## config.mk

```make
export PLATFORM = sky130hd
export DESIGN_NAME = imem_fetch_unit
export DESIGN_NICKNAME = d
export VERILOG_FILES = /design/src/rtl/imem_fetch_unit.sv
export SDC_FILE = /design/constraint.sdc
export NUM_CORES = 2
export LEC_CHECK = 0
export CAP_MARGIN = 20
export CORE_AREA = 2 2 485 583
export DETAILED_ROUTE_END_ITERATION = 10
export DIE_AREA = 0 0 487 585
export GPL_ROUTABILITY_DRIVEN = 0
export HOLD_SLACK_MARGIN = 0.12
export MAX_ROUTING_LAYER = met4
export SLEW_MARGIN = 20
export SYNTH_ARGS = -nofsm -noshare
export SYNTH_HDL_FRONTEND = slang
export SYNTH_SLANG_ARGS = --single-unit
```

## constraint.sdc

```tcl
create_clock -name clk -period 2.7 [get_ports clk]
set_clock_uncertainty 0.1 [all_clocks]
set_input_delay 0.54 -clock clk [delete_from_list [all_inputs] [get_ports clk]]
set_output_delay 0.54 -clock clk [all_outputs]
set_load 0.1 [all_outputs]
```

## src/rtl/imem_fetch_unit.sv

```systemverilog
// imem_fetch_unit: byte-addressed big-endian instruction store with registered valid/ready fetch and a byte program-load port.
// Define IMEM_MISALIGN_FETCH_EN to allow misaligned fetches (only out-of-range faults).
module imem_fetch_unit #(
    parameter int INSTR_W     = 16,
    parameter int ADDR_W      = 16,
    parameter int DEPTH_BYTES = 256
) (
    input  logic               clk,
    input  logic               rst_n,
    input  logic               req_valid,
    output logic               req_ready,
    input  logic [ADDR_W-1:0]  req_addr,
    output logic               rsp_valid,
    input  logic               rsp_ready,
    output logic [INSTR_W-1:0] rsp_instr,
    output logic [ADDR_W-1:0]  rsp_addr,
    output logic               rsp_err,
    input  logic               prog_we,
    input  logic [ADDR_W-1:0]  prog_addr,
    input  logic [7:0]         prog_data,
    output logic               prog_err
);
    localparam int BPI = INSTR_W / 8;
    localparam int MAW = $clog2(DEPTH_BYTES);
    typedef enum logic {EMPTY, FULL} state_t;
    state_t             state_q, state_d;
    logic [INSTR_W-1:0] rsp_instr_q, rsp_instr_d;
    logic [ADDR_W-1:0]  rsp_addr_q, rsp_addr_d;
    logic               rsp_err_q, rsp_err_d;
    logic               prog_err_q, prog_err_d;
    logic [7:0]         mem_q [DEPTH_BYTES] = '{default: 8'h00};
    logic [ADDR_W:0]    req_end;
    logic [MAW-1:0]     rd_idx;
    logic [INSTR_W-1:0] rd_word;
    logic               oor, mis, fault, accept, prog_oor;
    always_comb begin
        // Range check one bit wider than the address so the last byte never wraps to 0
        req_end  = {1'b0, req_addr} + (ADDR_W+1)'(BPI - 1);
        oor      = req_end >= (ADDR_W+1)'(DEPTH_BYTES);
`ifdef IMEM_MISALIGN_FETCH_EN
        mis      = 1'b0;
`else
        mis      = (req_addr % ADDR_W'(BPI)) != '0;
`endif
        fault    = oor || mis;
        rd_idx   = req_addr[MAW-1:0];
        rd_word  = '0;
        for (int i = 0; i < BPI; i++) rd_word[INSTR_W-1-8*i -: 8] = mem_q[rd_idx + MAW'(i)];
        prog_oor = {1'b0, prog_addr} >= (ADDR_W+1)'(DEPTH_BYTES);
        req_ready   = !prog_we && (state_q == EMPTY || rsp_ready);
        accept      = req_valid && req_ready;
        state_d     = accept ? FULL : (rsp_ready ? EMPTY : state_q);
        rsp_instr_d = accept ? (fault ? '0 : rd_word) : rsp_instr_q;
        rsp_addr_d  = accept ? req_addr : rsp_addr_q;
        rsp_err_d   = accept ? fault : rsp_err_q;
        prog_err_d  = prog_we && prog_oor;
    end
    always_ff @(posedge clk or negedge rst_n) begin
        if (!rst_n) begin
            state_q     <= EMPTY;
            rsp_instr_q <= '0;
            rsp_addr_q  <= '0;
            rsp_err_q   <= 1'b0;
            prog_err_q  <= 1'b0;
        end else begin
            state_q     <= state_d;
            rsp_instr_q <= rsp_instr_d;
            rsp_addr_q  <= rsp_addr_d;
            rsp_err_q   <= rsp_err_d;
            prog_err_q  <= prog_err_d;
        end
    end
    // Memory is deliberately outside the reset domain
    always_ff @(posedge clk) begin
        if (prog_we && !prog_oor) mem_q[prog_addr[MAW-1:0]] <= prog_data;
    end
    assign rsp_valid = state_q == FULL;
    assign rsp_instr = rsp_instr_q;
    assign rsp_addr  = rsp_addr_q;
    assign rsp_err   = rsp_err_q;
    assign prog_err  = prog_err_q;
endmodule
```

==> results.txt <==
- The area growth from synthesis to layout is 25.1%.
- After synthesis the cells add up to 97300 sq um.
* Most used flip-flop cell after synthesis: sky130_fd_sc_hd__edfxtp_1
* Post-route DRC: 0
* Most frequent cells in the layout: sky130_fd_sc_hd__edfxtp_1 (2048), sky130_fd_sc_hd__mux4_2 (1063), sky130_fd_sc_hd__buf_4 (980)
* Buffer depth of the longest clock path: 4
- Horizontal die dimension: 487 microns
- Counting the fill cells in the layout gives 23800.
* Y dimension of the die: 585 microns
* Pin count of the biggest net entering global routing: 168
- Setup slack on the worst reg-to-reg path comes out at 0 ns.
- In this run the worst hold path is classified as primary input to flop.
* Most common cell after layout, fill and taps aside: sky130_fd_sc_hd__edfxtp_1
- Critical path class: primary input to flop
- Cell row count: 213
- ANT nets after route: 0
- Post-synth EDFFs: 2048
- Vias in the first global route: 60300
* Element type at the critical path end: flop
* Headroom to the max-slew limit: 0.296
* Netlist cell types: 67
- The number of hold-slack violations in the final timing report is 0.
- The first global-routing pass estimated 475000 microns of wire.
* Number of nets in the synthesized netlist: 5049
- Status: complete, but fails checks
- Peak per-stage delay on the critical path: 0.81 ns
- Ratio of cells with drive above 1 in the final layout: 0.465
- Setup ws final: -0.224 ns
- Total die area: 285000 sq um
- Sort of element at the start of the critical path: primary input
* Data required time at the worst endpoint: 3.38 ns
* Total setup violations reported at the end of the flow: 14
- The share of the Yosys chip area taken by registers is 0.641.
- Number of primary I/O pins: 81
* Total congestion overflow after global routing: 0
- For this configuration, the core starts out at a cell density of 0.348.
- Synthesized area per cell: 19.5 sq um
- In the finished design, the share of the clock period the worst path needs comes to 1.08.
- Hold WS: 0.168 ns
* Vias: 60100
* Number of vias per cell: 6.02
* Final Critical Period: 2.92 ns
- Along the worst path, the maximum fanout reaches 8.
* TritonCTS Sinks: 2083
* Post-Route Setup TNS: -1.12 ns
- Async S/R FF share, synth: 0.0168
- Total Power Consumption: 75.8 mW
* Area of the placeable core: 280000 sq um
* PD cells: 623 nW/um^2
* Wire length reported by the detailed router: 345000 microns
- The first routing iteration left 8208 violations.
- Avg WL per Cell: 34.5 microns
- Register bit count reported by yosys: 2083
- The final reports fail on setup timing.
* Number of H-tree levels: 4
* Post-layout nets: 6172
- The cell sitting at the root of the clock tree is a sky130_fd_sc_hd__clkbuf_16.
- Detailed placement finished with a half-perimeter wire length of 238000 microns.
* Endpoint arrival time on the critical path: 3.61 ns
- Cell with the largest stage delay on the worst path: sky130_fd_sc_hd__a222oi_1
- RSZ-0062 raised after global routing: yes
- Yosys printed 0 warnings.
- Leak: 40.0 nW
- Reg clk slew, reported paths: 0.06 ns
- For this run, the top clock speed supported by timing is 342 MHz.
* Clk Latency, worst-skew pair: 0.92 ns
- # Max-Cap Violations: 0
- The number of clock buffers added by TritonCTS is 212.
- TritonCTS built the clock tree.
- Number of antenna violations at the first check in global routing: 13
- Traced cell by cell, the critical path runs through buf_12 -> buf_12 -> ha_4 -> buf_16 -> buf_16 -> buf_4 -> mux4_2 -> mux2i_1 -> a222oi_1 -> a21oi_1 -> a221oi_2 -> buf_4 -> a221o_1.
* IO buf count: 80
- Before antenna repair, the detailed router went through 7 iterations.
- Worst slew pin tran: 1.06 ns
- VDD sags by at most 0.540 mV.
* Cell count after synthesis: 5002
- Total count of max-transition violations in the final report: 0
- For this run, the total global-route usage over all layers was measured as 0.244.
per-stage QoR:
stage	setup slack, ns	area (sq um)	utilization	std cells
finish	-0.224	122000	0.436	9986
global placement	-1.66	112000	0.400	9458
floorplan	-0.133	98100	-	5002
detailed placement	-1.70	112000	0.400	9458
CTS	-0.0579	121000	0.431	9901
global route	-0.240	122000	0.436	9985
registers in the layout (all words and copies together) (netlist names):
signal     flops
rsp_instr     16
rsp_valid      1
rsp_addr      16
prog_err       1
mem_q       2048
rsp_err        1
path summary, 6_finish.rpt:
path                                  to           from  cells after the start
max in group asynchronous      rsp_valid          rst_n                      2
min                          rsp_addr[9]    req_addr[9]                      2
max                         rsp_instr[1]    req_addr[0]                     13
min reg2reg                rsp_instr[13]  rsp_instr[13]                      2
min in group asynchronous   rsp_instr[4]          rst_n                      2
max reg2reg                rsp_instr[13]   mem_q[62][5]                      9
critical path, delay by kind of cell:
family / cells / cell delay, ns
multiplexers: 2 / 0.37
adder cells (fa/ha/maj): 1 / 0.27
AO/OA/AOI/OAI: 4 / 1.46
buffers and inverters: 6 / 0.92
cells in the mapped netlist, drive strengths merged, types with 6 or more instances:
cell type,count,share of area
and3,10,0.00064
a311oi,9,0.00081
a21oi,102,0.0052
o22ai,49,0.0031
mux2,65,0.0075
xnor2,7,0.00078
nor2b,24,0.0015
a22oi,154,0.012
o21ai,27,0.0014
mux2i,112,0.012
clkbuf,91,0.0035
nand2,280,0.011
a2111oi,9,0.00087
a32oi,19,0.0017
nand2b,8,0.00051
a31oi,28,0.0018
nor3,19,0.00098
inv,6,0.00023
mux4,1063,0.25
a221oi,16,0.0015
dfrtp,35,0.0090
nor2,311,0.012
nor4,31,0.0020
a211oi,22,0.0017
edfxtp,2048,0.63
and2,12,0.00077
nand3,67,0.0035
a211o,9,0.00081
buf,314,0.021
power by group:
part	total (mW)	switching (mW)	internal (mW)
logic	9.89	5.64	4.26
registers	35.6	0.0253	35.5
clock network	30.4	12.9	17.5
kinds of logic after synthesis:
| kind of cell | synth area share |
|---|---|
| adders and majority gates | 0.000257 |
| muxes | 0.265 |
| DFF | 0.641 |
| xor gates and xnor gates | 0.00114 |
| and+or+nand+nor | 0.0342 |
| AOI/OAI and AO/OA | 0.0337 |
| buffers and inverters | 0.0247 |
final cells by class:
cell class,instances,area [sq um],share of cell area
flip-flops and latches,2083,62400,0.512
clock buffers,264,5570,0.0458
repair buffers,1314,13700,0.112
clock inverters,122,1470,0.0121
diodes,34,85.1,0.000699
multi-input cells,2508,34000,0.279
inverters,6,22.5,0.000185
well taps,3655,4570,0.0376
timing repair:
action                     in CTS  in global routing
hold endpoints to repair      180                  0
pin swaps                      29                 43
gates resized for setup       150                109
buffers inserted               38                 52
gates cloned                   14                 10
setup endpoints to repair      16                 32
hold buffers                    9                  0
per-layer routing:
layer	up-vias	GRT usage	wire length (microns)
met1	32100	0.285	120000
met5	-	-	0
li1	23800	-	-
met4	0	0.158	27200
met2	3348	0.393	169000
met3	854	0.0415	28800
(Power assumes the default switching activity.)
